[src/rtl/vram_painter.sv]
// vram_painter: blanks VRAM after reset, then stamps a square brush at each new touch block.
// Optional feature: define VRAM_PAINTER_CLEAR_REQ_EN to let clear_req trigger a VRAM blank.

package vram_painter_pkg;
  typedef logic [15:0] ILI9341_color_t;

  typedef struct packed {
    logic       valid;
    logic [8:0] x;
    logic [8:0] y;
  } touch_t;

  localparam ILI9341_color_t BLACK = 16'h0000;
endpackage

module vram_painter
  import vram_painter_pkg::*;
#(
  parameter int DISPLAY_WIDTH  = 240,
  parameter int DISPLAY_HEIGHT = 320,
  parameter int VRAM_L         = DISPLAY_WIDTH * DISPLAY_HEIGHT,
  parameter int BRUSH_LOG2     = 2
) (
  input  logic                      clk,
  input  logic                      rst,
  input  logic                      ena,
  input  touch_t                    touch,
  input  logic                      clear_req,
  input  ILI9341_color_t            color,
  output logic                      vram_wr_ena,
  output logic [$clog2(VRAM_L)-1:0] vram_wr_addr,
  output ILI9341_color_t            vram_wr_data,
  output logic                      busy
);

  localparam int AW    = $clog2(VRAM_L);
  localparam int BRUSH = 1 << BRUSH_LOG2;
  localparam int DW    = (BRUSH_LOG2 > 0) ? BRUSH_LOG2 : 1;
  localparam int BXR   = $clog2(DISPLAY_WIDTH / BRUSH);
  localparam int BYR   = $clog2(DISPLAY_HEIGHT / BRUSH);
  localparam int BXW   = (BXR > 0) ? BXR : 1;
  localparam int BYW   = (BYR > 0) ? BYR : 1;

  localparam logic [1:0] S_CLEAR = 2'd0;
  localparam logic [1:0] S_IDLE  = 2'd1;
  localparam logic [1:0] S_PAINT = 2'd2;

  localparam logic [AW-1:0] ADDR_ZERO  = {AW{1'b0}};
  localparam logic [AW-1:0] ADDR_ONE   = AW'(1);
  localparam logic [AW-1:0] CLEAR_LAST = AW'(VRAM_L - 1);
  localparam logic [AW-1:0] WIDTH_A    = AW'(DISPLAY_WIDTH);
  localparam logic [DW-1:0] D_ZERO     = {DW{1'b0}};
  localparam logic [DW-1:0] D_ONE      = DW'(1);
  localparam logic [DW-1:0] D_MAX      = DW'(BRUSH - 1);
  localparam logic [31:0]   WIDTH_U    = DISPLAY_WIDTH;
  localparam logic [31:0]   HEIGHT_U   = DISPLAY_HEIGHT;

  logic [1:0]     state_r;
  logic [AW-1:0]  clear_addr_r;
  logic [DW-1:0]  dx_r;
  logic [DW-1:0]  dy_r;
  logic [BXW-1:0] bx_r;
  logic [BYW-1:0] by_r;
  logic [BXW-1:0] last_bx_r;
  logic [BYW-1:0] last_by_r;
  logic           last_valid_r;
  logic           clear_pending_r;
  ILI9341_color_t color_r;

  logic [BXW-1:0] touch_bx_s;
  logic [BYW-1:0] touch_by_s;
  logic           in_range_s;
  logic           new_block_s;
  logic           clear_hit_s;
  logic           paint_last_s;
  logic [AW-1:0]  row_s;
  logic [AW-1:0]  col_s;
  logic [AW-1:0]  paint_addr_s;

  assign touch_bx_s   = BXW'(touch.x >> BRUSH_LOG2);
  assign touch_by_s   = BYW'(touch.y >> BRUSH_LOG2);
  assign in_range_s   = ({23'd0, touch.x} < WIDTH_U) && ({23'd0, touch.y} < HEIGHT_U);
  assign new_block_s  = !last_valid_r || (touch_bx_s != last_bx_r) || (touch_by_s != last_by_r);
  assign paint_last_s = (dx_r == D_MAX) && (dy_r == D_MAX);

  // Block origin times brush edge is a bit concatenation because the brush edge is a power of two.
  assign row_s        = AW'({by_r, dy_r});
  assign col_s        = AW'({bx_r, dx_r});
  assign paint_addr_s = (row_s * WIDTH_A) + col_s;

`ifdef VRAM_PAINTER_CLEAR_REQ_EN
  assign clear_hit_s = clear_req;
`else
  logic unused_clear_req_s;
  assign unused_clear_req_s = clear_req;
  assign clear_hit_s        = 1'b0;
`endif

  assign busy = (state_r != S_IDLE);

  // Write port: strobe follows state and ena; address and data are forced to zero/black during rst.
  always_comb begin
    vram_wr_ena  = 1'b0;
    vram_wr_addr = ADDR_ZERO;
    vram_wr_data = BLACK;
    case (state_r)
      S_CLEAR: begin
        vram_wr_ena = ena;
        if (rst) begin
          vram_wr_addr = ADDR_ZERO;
        end else begin
          vram_wr_addr = clear_addr_r;
        end
      end
      S_PAINT: begin
        vram_wr_ena = ena;
        if (rst) begin
          vram_wr_addr = ADDR_ZERO;
          vram_wr_data = BLACK;
        end else begin
          vram_wr_addr = paint_addr_s;
          vram_wr_data = color_r;
        end
      end
      default: begin
        vram_wr_ena  = 1'b0;
        vram_wr_addr = ADDR_ZERO;
        vram_wr_data = BLACK;
      end
    endcase
  end

  // Controller state: clear sweep, touch acceptance and brush raster.
  always_ff @(posedge clk) begin
    if (rst) begin
      state_r         <= S_CLEAR;
      clear_addr_r    <= ADDR_ZERO;
      dx_r            <= D_ZERO;
      dy_r            <= D_ZERO;
      bx_r            <= {BXW{1'b0}};
      by_r            <= {BYW{1'b0}};
      last_bx_r       <= {BXW{1'b0}};
      last_by_r       <= {BYW{1'b0}};
      last_valid_r    <= 1'b0;
      clear_pending_r <= 1'b0;
      color_r         <= BLACK;
    end else if (ena) begin
      case (state_r)
        S_CLEAR: begin
          last_valid_r    <= 1'b0;
          clear_pending_r <= 1'b0;
          if (clear_addr_r == CLEAR_LAST) begin
            clear_addr_r <= ADDR_ZERO;
            state_r      <= S_IDLE;
          end else begin
            clear_addr_r <= clear_addr_r + ADDR_ONE;
          end
        end
        S_IDLE: begin
          if (clear_hit_s) begin
            state_r      <= S_CLEAR;
            clear_addr_r <= ADDR_ZERO;
            last_valid_r <= 1'b0;
          end else if (!touch.valid) begin
            last_valid_r <= 1'b0;
          end else if (in_range_s && new_block_s) begin
            bx_r         <= touch_bx_s;
            by_r         <= touch_by_s;
            last_bx_r    <= touch_bx_s;
            last_by_r    <= touch_by_s;
            last_valid_r <= 1'b1;
            color_r      <= color;
            dx_r         <= D_ZERO;
            dy_r         <= D_ZERO;
            state_r      <= S_PAINT;
          end else begin
            state_r <= S_IDLE;
          end
        end
        S_PAINT: begin
          if (clear_hit_s) begin
            clear_pending_r <= 1'b1;
          end
          if (dx_r == D_MAX) begin
            dx_r <= D_ZERO;
            dy_r <= dy_r + D_ONE;
          end else begin
            dx_r <= dx_r + D_ONE;
          end
          // A request landing on the final write still diverts straight into the clear.
          if (paint_last_s) begin
            dy_r <= D_ZERO;
            if (clear_pending_r || clear_hit_s) begin
              state_r         <= S_CLEAR;
              clear_addr_r    <= ADDR_ZERO;
              clear_pending_r <= 1'b0;
              last_valid_r    <= 1'b0;
            end else begin
              state_r <= S_IDLE;
            end
          end
        end
        default: begin
          state_r      <= S_CLEAR;
          clear_addr_r <= ADDR_ZERO;
          last_valid_r <= 1'b0;
        end
      endcase
    end
  end

endmodule

[config.mk]
export PLATFORM = sky130hd
export DESIGN_NAME = vram_painter
export DESIGN_NICKNAME = d
export VERILOG_FILES = /design/src/rtl/vram_painter.sv
export SDC_FILE = /design/constraint.sdc
export NUM_CORES = 1
export LEC_CHECK = 0
export ABC_AREA = 1
export BUFFER_PORTS_ARGS = -buffer_cell sky130_fd_sc_hd__clkbuf_2
export CORE_MARGIN = 10
export CORE_UTILIZATION = 57
export CTS_BUF_LIST = sky130_fd_sc_hd__clkbuf_16
export DETAILED_ROUTE_END_ITERATION = 16
export GPL_ROUTABILITY_DRIVEN = 0
export PLACE_DENSITY = 0.84
export SYNTH_ARGS = -nofsm -noshare
export SYNTH_HDL_FRONTEND = slang
export SYNTH_SLANG_ARGS = --single-unit
[constraint.sdc]
create_clock -name clk -period 4.6 [get_ports clk]
set_clock_uncertainty 0.15 [all_clocks]
set_input_delay 0.46 -clock clk [delete_from_list [all_inputs] [get_ports clk]]
set_output_delay 0.46 -clock clk [all_outputs]
set_load 0.05 [all_outputs]
==> impl_metrics.json, run 1 <==
{
  "vias": 4466,
  "wl_per_cell_um": 13.0,
  "fin_ws_ps": -19.4,
  "finalCritPeriodShare": 1.00,
  "core_area_um2": 7290,
  "yosysWarnings": 0,
  "pwr-share-clk": 0.419,
  "clockBufferDepth": 2,
  "cpMaxStageDelayCell": "fa_1",
  "max_cap_viol_count": 0,
  "cts_hold_buf": 0,
  "postSynthAreaPerCell_um2": 6.28,
  "ys_ff_latch": 53,
  "cts_tree": "yes",
  "initial_core_util": 0.591,
  "vias_per_cell": 5.26,
  "grt_max_degree": 57,
  "std_cell_rows": 31,
  "drtPass1Iterations": 5,
  "relSlewSlack": 0.318,
  "numCtsBuffers": 5,
  "crit_chain": "fa_1 > inv_1 > fa_1 > inv_1 > fa_1 > ha_4 > nand2_1 > nor2_2 > nor2_1 > nor2_1 > nand3_1 > nor2_2 > nand3_2 > nor2_4 > nand3_1 > nand2_1 > nand3_2 > nand2_2 > buf_8",
  "antenna_found_initial": 0,
  "route.detailed.drc": 0,
  "layout_min_cycle_time_ps": 4620,
  "synth.cell_area_um2": 4310,
  "power_switching_uw": 213,
  "rsz0062_at_grt": "true",
  "seq_power_share": 0.517,
  "syn_inst": 686,
  "slowest_delay_ps": 560,
  "ir_worst_vdd_v": 0.000134,
  "synth_edf_count": 0,
  "ys.flop_type": "dfxtp_1",
  "yosysSeqAreaShare": 0.246,
  "syn-num-nets": 769,
  "io_pins": 74,
  "hpwl_um": 8450,
  "grt_first_pass_wirelength_um": 18300,
  "drive_gt1_frac": 0.140,
  "area_delta_synth_final_pct": 14.3,
  "pre_cts_slack_ps": 164,
  "dieArea_um2": 11400,
  "grt_usage": 0.188,
  "diodes": 0,
  "hold_violations": 0,
  "crit_top_cell": "fa_1",
  "clock_latency_ps": 290,
  "p_per_area_nw_per_um2": 181,
  "drt_iter0_markers": 269,
  "setup_viol": 2,
  "hp-class": "input port to flop",
  "cp-end-kind": "output port",
  "critPathMaxFanout": 4,
  "leakage_uw": 0.00258,
  "maxSlewViolCount": 0,
  "die_x_um": 107,
  "nNetsFinal": 832,
  "violations": "negative setup slack",
  "cp-start-kind": "flop",
  "grt.overflow.total": 0,
  "die_height_um": 107,
  "cp.arrival_ps": 4010,
  "portBuffers": 68,
  "yosysUniqueCellTypes": 39,
  "cts_max_level": 2,
  "total_power_uw": 893,
  "whs_ps": 235,
  "critical_path_class": "flop to output port",
  "status": "finished with violations",
  "wl_um": 11000,
  "tightest_slew_ps": 1020,
  "final_util": 0.675,
  "clock-sinks": 53,
  "tns_ps": -30.4,
  "p_comb_frac": 0.064,
  "grt_pass1_vias": 4230,
  "async_flop_share": 0,
  "antenna_left": 0,
  "p_int_uw": 680,
  "path_clk_slew_ps": 70,
  "sw_frac_of_total": 0.238,
  "worstPathRequired_ps": 3990,
  "root_buffer": "clkbuf_16",
  "fmax_ghz": 0.216
}
[power by group through the flow]
stage,clock (uW),sequential [uW],combinational [uW]
finish,374,461,57.6
global route,394,461,64.2
CTS,379,462,57.4
detailed placement,0,472,57.1
global placement,0,472,56.2
floorplan,0,472,32.0
[sequential cells by signal (all words and copies together) (netlist names)]
| name | count |
|---|---|
| clear_addr_r | 17 |
| color_r | 16 |
| dx_r | 2 |
| dy_r | 2 |
| last_bx_r | 6 |
| last_by_r | 7 |
| last_valid_r | 1 |
| state_r | 2 |
[cell families (layout without fill, tap and decap cells)]
kind of cell | after synthesis | in the layout | share of synthesized area
simple gates | 381 | 381 | 0.372
flops | 53 | 53 | 0.246
compound gates | 65 | 65 | 0.0869
fa+ha+maj | 44 | 44 | 0.156
xor+xnor | 6 | 6 | 0.0122
buf+inv | 137 | 201 | 0.127
[layout make-up]
cell class	instances	area, um^2
Fill cell	651	2370
Sequential cell	53	1070
Multi-Input combinational cell	496	2740
Clock inverter	3	17.5
Inverter	120	452
Tap cell	99	124
Timing Repair Buffer	73	395
Clock buffer	5	125
[metal layers]
layer,track usage,up-vias,share of wire
li1,-,2251,-
met1,0.222,1994,0.42
met2,0.317,198,0.47
met3,0.0569,23,0.091
met4,0.0687,0,0.022
met5,0,-,0
[through the flow]
stage          cell area [um^2]  cells
6_report                   4920    849
5_1_grt                    4920    849
4_1_cts                    4850    846
3_5_place_dp               4690    837
3_3_place_gp               4690    837
2_1_floorplan              4310    686
[what timing repair did]
item	in CTS	in global routing
endpoints found under the setup margin	2	6
setup buffers	1	3
resized for setup	6	20
endpoints found under the hold margin	0	0
pin swaps	1	7
[synth_stat cells, types with 2 or more instances]
cell,n,share of area
nand2_1,185,0.16
nor2_1,118,0.10
inv_1,116,0.10
dfxtp_1,53,0.25
nand3_1,39,0.045
ha_1,28,0.081
a21oi_1,25,0.029
o21ai_0,20,0.023
fa_1,16,0.074
nand4_1,16,0.023
nor3_1,9,0.010
o22ai_1,9,0.013
buf_2,8,0.0093
xor2_1,5,0.010
clkbuf_1,4,0.0035
o32ai_1,4,0.0081
nor2_2,3,0.0044
buf_4,2,0.0035
buf_6,2,0.0052
inv_2,2,0.0017
nand2_2,2,0.0029
o21bai_1,2,0.0035
or2_0,2,0.0029
[worst paths after layout]
kind / startpoint / end / slack (ps) / cells after the start
setup / recovery: last_by_r[0] / vram_wr_addr[16] / -20 / 19
hold / removal: color[9] / color_r[9] / 240 / 3
setup reg to reg: last_by_r[4] / last_by_r[5] / 1830 / 12
hold reg to reg: last_valid_r / last_valid_r / 350 / 2
[critical path, delay by kind of cell, from the launching register on]
| kind | cells | cell delay [ps] |
|---|---|---|
| fa+ha+maj | 4 | 1850 |
| simple gates | 12 | 1250 |
| flops | 1 | 350 |
| buf+inv | 3 | 250 |
[cell usage in the layout (no fill, tap or decap), types with 4 or more instances in the layout]
cell type / instances
a21oi_1: 25
buf_4: 7
clkbuf_16: 5
clkbuf_2: 61
dfxtp_1: 50
fa_1: 16
ha_1: 27
inv_1: 117
nand2_1: 184
nand3_1: 36
nand4_1: 16
nor2_1: 115
nor2_2: 5
nor3_1: 9
o21ai_0: 19
o22ai_1: 9
o32ai_1: 4
xor2_1: 5
(Power assumes the default switching activity.)
==> inputs of run 2 (changes only) <==
--- a/config.mk
+++ b/config.mk
@@ -6,7 +6,7 @@
 export NUM_CORES = 1
 export LEC_CHECK = 0
 export ABC_AREA = 1
-export BUFFER_PORTS_ARGS = -buffer_cell sky130_fd_sc_hd__clkbuf_2
+export BUFFER_PORTS_ARGS = -buffer_cell sky130_fd_sc_hd__buf_2
 export CORE_MARGIN = 10
 export CORE_UTILIZATION = 57
 export CTS_BUF_LIST = sky130_fd_sc_hd__clkbuf_16
==> run 2 against run 1 <==
  * The flow now finishes without violations
  * Highest routed layer unchanged
  * Die area is the same
  * Non-clock buffer count fell by 1
  * Cell count shrank 0.24%
  * Largest cell class unchanged
  * Fmax up 0.95%
==> impl_metrics.json, run 2 (synthesized netlist as in run 1, its figures left out) <==
{
  "reg2reg_slack_ps": 1870,
  "max_cap_viol_count": 0,
  "grt_pass1_vias": 4268,
  "antenna_found_initial": 1,
  "rsz0062_at_grt": "true",
  "worstPathRequired_ps": 3990,
  "fin_area_um2": 4960,
  "layout_min_cycle_time_ps": 4580,
  "status": "finished, final reports clean",
  "crit_top_cell": "fa_1",
  "path_clk_slew_ps": 70,
  "hold_start": "color[13]",
  "layout_commonest_cell": "nand2_1",
  "fmax_ghz": 0.219,
  "hp-class": "input port to flop",
  "cp-start-kind": "flop",
  "maxSlewViolCount": 0,
  "finalCritPeriodShare": 0.995,
  "postPlaceCellArea_um2": 4690,
  "root_buffer": "clkbuf_16",
  "vias": 4420,
  "setup_viol": 0,
  "cts_max_level": 2,
  "cpMaxStageDelayCell": "fa_1",
  "drive_gt1_frac": 0.151,
  "leakage_uw": 0.00259,
  "die_height_um": 107,
  "io_pins": 74,
  "dieArea_um2": 11400,
  "grt_first_pass_wirelength_um": 18800,
  "diodes": 0,
  "clockBufferDepth": 2,
  "min_to": "color_r[13]",
  "critical_path_class": "flop to output port",
  "die_x_um": 107,
  "cp.arrival_ps": 3970,
  "hpwl_um": 8480,
  "portBuffers": 68,
  "area_delta_synth_final_pct": 15.3,
  "route.detailed.drc": 0,
  "grt_max_degree": 57,
  "cts_hold_buf": 0,
  "ff2ff_path_depth": 12,
  "clock_latency_ps": 300,
  "drtPass1Iterations": 6,
  "crit_chain": "fa_1 > inv_1 > fa_1 > inv_2 > fa_1 > ha_4 > nand2_2 > nor2_4 > nor2_2 > nor2_2 > nand3_2 > nor2_4 > nand3_4 > buf_6 > o21ai_2 > nand3_2 > o21ai_2 > buf_6",
  "largest-register": "clear_addr_r",
  "critPathMaxFanout": 4,
  "hold_violations": 0,
  "p_per_area_nw_per_um2": 179,
  "tightest_slew_ps": 1010,
  "reg_top3": "clear_addr_r (17), color_r (16), last_by_r (7)",
  "vias_per_cell": 5.22,
  "grt_usage": 0.193,
  "std_cell_rows": 31,
  "cp-end-kind": "output port",
  "drt_iter0_markers": 329,
  "path_delay_family": "adder cells",
  "initial_core_util": 0.591,
  "ir_worst_vdd_v": 0.000133,
  "crit_buf_inv": 4,
  "largest_reg_flops": 17,
  "holdPathStages": 3,
  "grt.overflow.total": 0,
  "layout_common_cells": "183 x nand2_1, 116 x inv_1, 112 x nor2_1",
  "final_util": 0.681,
  "wl_um": 11100,
  "wl_per_cell_um": 13.1,
  "worstReg2RegEnd": "last_by_r[6]",
  "numCtsBuffers": 5,
  "slowest_delay_ps": 560,
  "antenna_left": 0,
  "core_area_um2": 7290,
  "nNetsFinal": 831,
  "clock-sinks": 53,
  "cts_tree": "yes",
  "relSlewSlack": 0.327,
  "r2r_start": "last_by_r[5]"
}
==> run 2: changes by cell type in the layout (fill, tap and decap cells not counted), sizes merged <==
| cell | change |
|---|---|
| buf | +60 |
| clkbuf | -61 |
| inv | -1 |
==> run 2: tightest hold or removal path, cell delays in order <==
cell and delay [ps]:
buf_2 70, nor2_1 30, nor2_1 80
==> run 2: timing repair <==
item                       4_1_cts  5_1_grt
setup endpoints to repair        2        5
gates resized for setup          5       29
setup buffers                    0        3
pin swaps                        0        6
hold endpoints to repair         0        0
==> run 2: stage by stage <==
stage	hold WS, ps	std cells	power [uW]	setup TNS (ps)	setup WS (ps)
floorplan	289	686	504	0	107
global placement	329	837	528	0	299
detailed placement	339	837	530	0	156
CTS	236	844	887	0	12.2
global route	244	847	918	-438	-215
finish	229	847	888	0	24.2
==> run 2: layer usage <==
layer  up-vias  track usage  wire length (um)
met4         0       0.0542               208
met3        21       0.0569               794
met1      1986        0.228              4770
met2       155        0.331              5340
li1       2258            -                 -
met5         -            0                 0
==> run 2: report_power, final <==
part / switching, uW / internal (uW)
combinational: 38.9 / 19.7
sequential: 1.85 / 459
clock: 170 / 198
total: 211 / 677
==> run 2: how the worst max path moves through the flow <==
stage / startpoint / endpoint / cells after the start / slack, ps
3_3_place_gp: dy_r[0] / vram_wr_addr[16] / 19 / 300
6_report: last_by_r[0] / vram_wr_addr[14] / 18 / 20
3_5_place_dp: dy_r[0] / vram_wr_addr[16] / 19 / 160
5_1_grt: last_by_r[0] / vram_wr_addr[16] / 19 / -220
4_1_cts: dy_r[0] / vram_wr_addr[14] / 18 / 10
2_1_floorplan: dy_r[0] / vram_wr_addr[10] / 13 / 110
==> run 2: layout make-up <==
| type | instances | area, um^2 |
|---|---|---|
| timing repair buffer | 72 | 389 |
| tap | 99 | 124 |
| sequential | 53 | 1070 |
| inverter | 120 | 452 |
| multi-input combinational | 496 | 2800 |
| fill | 665 | 2330 |
| clock buffer | 5 | 125 |
| clock inverter | 2 | 12.5 |
==> inputs of run 3 (changes only) <==
==> config.mk (replaced) <==
export PLATFORM = sky130hd
export DESIGN_NAME = vram_painter
export DESIGN_NICKNAME = d
export VERILOG_FILES = /design/src/rtl/vram_painter.sv
export SDC_FILE = /design/constraint.sdc
export NUM_CORES = 1
export LEC_CHECK = 0
export ABC_AREA = 1
export CORE_MARGIN = 10
export CORE_UTILIZATION = 60
export CTS_BUF_LIST = sky130_fd_sc_hd__clkbuf_16
export DETAILED_ROUTE_END_ITERATION = 16
export DONT_BUFFER_PORTS = 1
export GPL_ROUTABILITY_DRIVEN = 0
export PLACE_DENSITY = 0.79
export RECOVER_POWER = 25
export SYNTH_ARGS = -nofsm -noshare
export SYNTH_HDL_FRONTEND = slang
export SYNTH_SLANG_ARGS = --single-unit
==> constraint.sdc (replaced) <==
create_clock -name clk -period 5.89 [get_ports clk]
set_clock_uncertainty 0.15 [all_clocks]
set_input_delay 0.589 -clock clk [delete_from_list [all_inputs] [get_ports clk]]
set_output_delay 0.589 -clock clk [all_outputs]
set_load 0.05 [all_outputs]
==> run 3 against run 2 <==
  * Power is 17% lower
  * Combinational power is 50% lower
  * Largest power group unchanged
  * Final area is 8.2% lower
  * Worst setup slack better by 840 ps
  * Non-clock buffer count is 69 lower
==> impl_metrics.json, run 3 (synthesized netlist as in run 1, its figures left out) <==
{
  "final_util": 0.664,
  "seqCellArea_um2": 1060,
  "cts_setup_buffers": 0,
  "maxSlewViolCount": 0,
  "cts_hold_buf": 0,
  "drt_iter0_markers": 294,
  "die_x_um": 105,
  "leakage_uw": 0.00228,
  "largest-register": "clear_addr_r",
  "rsz0062_at_grt": "false",
  "grt_max_degree": 57,
  "hp-class": "input port to flop",
  "total_power_uw": 737,
  "p_per_area_nw_per_um2": 162,
  "worstReg2RegEnd": "last_by_r[0]",
  "portBuffers": 0,
  "critPathMaxFanout": 6,
  "drive_gt1_frac": 0.0412,
  "ff2ff_path_depth": 13,
  "path_delay_family": "adder cells",
  "fin_area_um2": 4560,
  "hpwl_um": 8250,
  "grt_usage": 0.186,
  "pre_cts_slack_ps": 1150,
  "ir_worst_vdd_v": 0.000121,
  "clock-sinks": 53,
  "dieArea_um2": 11000,
  "wl_per_cell_um": 13.5,
  "nNetsFinal": 762,
  "r2r_start": "last_by_r[4]",
  "path_clk_slew_ps": 70,
  "cp-end-kind": "output port",
  "layout_min_cycle_time_ps": 5020,
  "holdPathStages": 1,
  "tightest_slew_ps": 1150,
  "highest_layer": "met4",
  "io_pins": 74,
  "status": "finished, final reports clean",
  "min_to": "clear_addr_r[15]",
  "initial_core_util": 0.627,
  "fmax_ghz": 0.199,
  "finalCritPeriodShare": 0.853,
  "grt.overflow.total": 0,
  "nFillCells": 616,
  "slowest_delay_ps": 580,
  "fin_ws_ps": 865,
  "crit_chain": "fa_1 > inv_1 > fa_1 > inv_1 > fa_1 > ha_1 > nand2_1 > nor2_1 > nor2_1 > nor2_1 > nand3_1 > nor2_2 > nand3_1 > o21ai_0 > nand3_1 > o21ai_1",
  "cpMaxStageDelayCell": "fa_1",
  "reg_top3": "clear_addr_r (17), color_r (16), last_by_r (7)",
  "std_cell_rows": 30,
  "postPlaceCellArea_um2": 4390,
  "cp-start-kind": "flop",
  "clock_latency_ps": 290,
  "grt_pass1_vias": 3944,
  "largest_reg_flops": 17,
  "diodes": 0,
  "cp.arrival_ps": 4290,
  "critical_path_class": "flop to output port",
  "max_cap_viol_count": 0,
  "drtPass1Iterations": 5,
  "layout_common_cells": "187 x nand2_1, 118 x nor2_1, 116 x inv_1",
  "antenna_left": 0,
  "area_delta_synth_final_pct": 5.84,
  "hold_violations": 0,
  "worstPathRequired_ps": 5150,
  "wl_um": 10500,
  "numCtsBuffers": 5,
  "cts_resized": 0,
  "met1_length_um": 4610,
  "dr_wl_met2_um": 4950,
  "vias": 4117,
  "clockBufferDepth": 2,
  "cts_max_level": 2,
  "reg2reg_slack_ps": 3150,
  "hold_start": "rst",
  "multi_input_area_um2": 2730,
  "die_height_um": 105,
  "setup_viol": 0,
  "route.detailed.drc": 0,
  "wl_met3_um": 727,
  "cts_tree": "yes",
  "tns_ps": 0,
  "crit_buf_inv": 2,
  "root_buffer": "clkbuf_16",
  "vias_per_cell": 5.31,
  "grt_first_pass_wirelength_um": 17700,
  "layout_commonest_cell": "nand2_1",
  "core_area_um2": 6870,
  "relSlewSlack": 0.244,
  "antenna_found_initial": 0
}
run 3: cell count changes in the layout (fill, tap and decap cells not counted), sizes merged:
cell	before	now
clkbuf	6	5
clkinv	3	2
buf	71	3
bufinv	0	1
clkinvlp	0	1
run 3: worst max-delay path by stage:
stage,slack [ps],startpoint,cells past startpoint,end
after floorplan,1270,dy_r[0],13,vram_wr_addr[10]
after global placement,1260,dy_r[0],16,vram_wr_addr[14]
after detailed placement,1150,dy_r[0],16,vram_wr_addr[14]
after CTS,840,dy_r[0],16,vram_wr_addr[14]
after global routing,430,dy_r[0],18,vram_wr_addr[16]
final,870,dy_r[0],16,vram_wr_addr[14]
run 3: final cells by class:
type / count / share of cell area
sequential: 53 / 0.233
clock inverter: 3 / 0.0110
inverter: 120 / 0.0991
clock buffer: 5 / 0.0274
multi-input combinational: 496 / 0.598
timing repair buffer: 3 / 0.00494
tap: 96 / 0.0264
run 3: per-layer routing:
metal	global-route usage	vias up
met3	0.0467	20
met1	0.227	1844
met4	0.0500	0
met2	0.317	135
li1	-	2118
met5	0	-
run 3: per-stage QoR:
stage / hold slack, ps / instances
final: 207 / 776
after global routing: 203 / 776
after CTS: 205 / 776
after detailed placement: 307 / 768
after global placement: 303 / 768
after floorplan: 289 / 686
run 3: power breakdown:
part	internal (uW)	switching, uW
combinational	7.00	22.1
sequential	359	1.28
clock	205	143
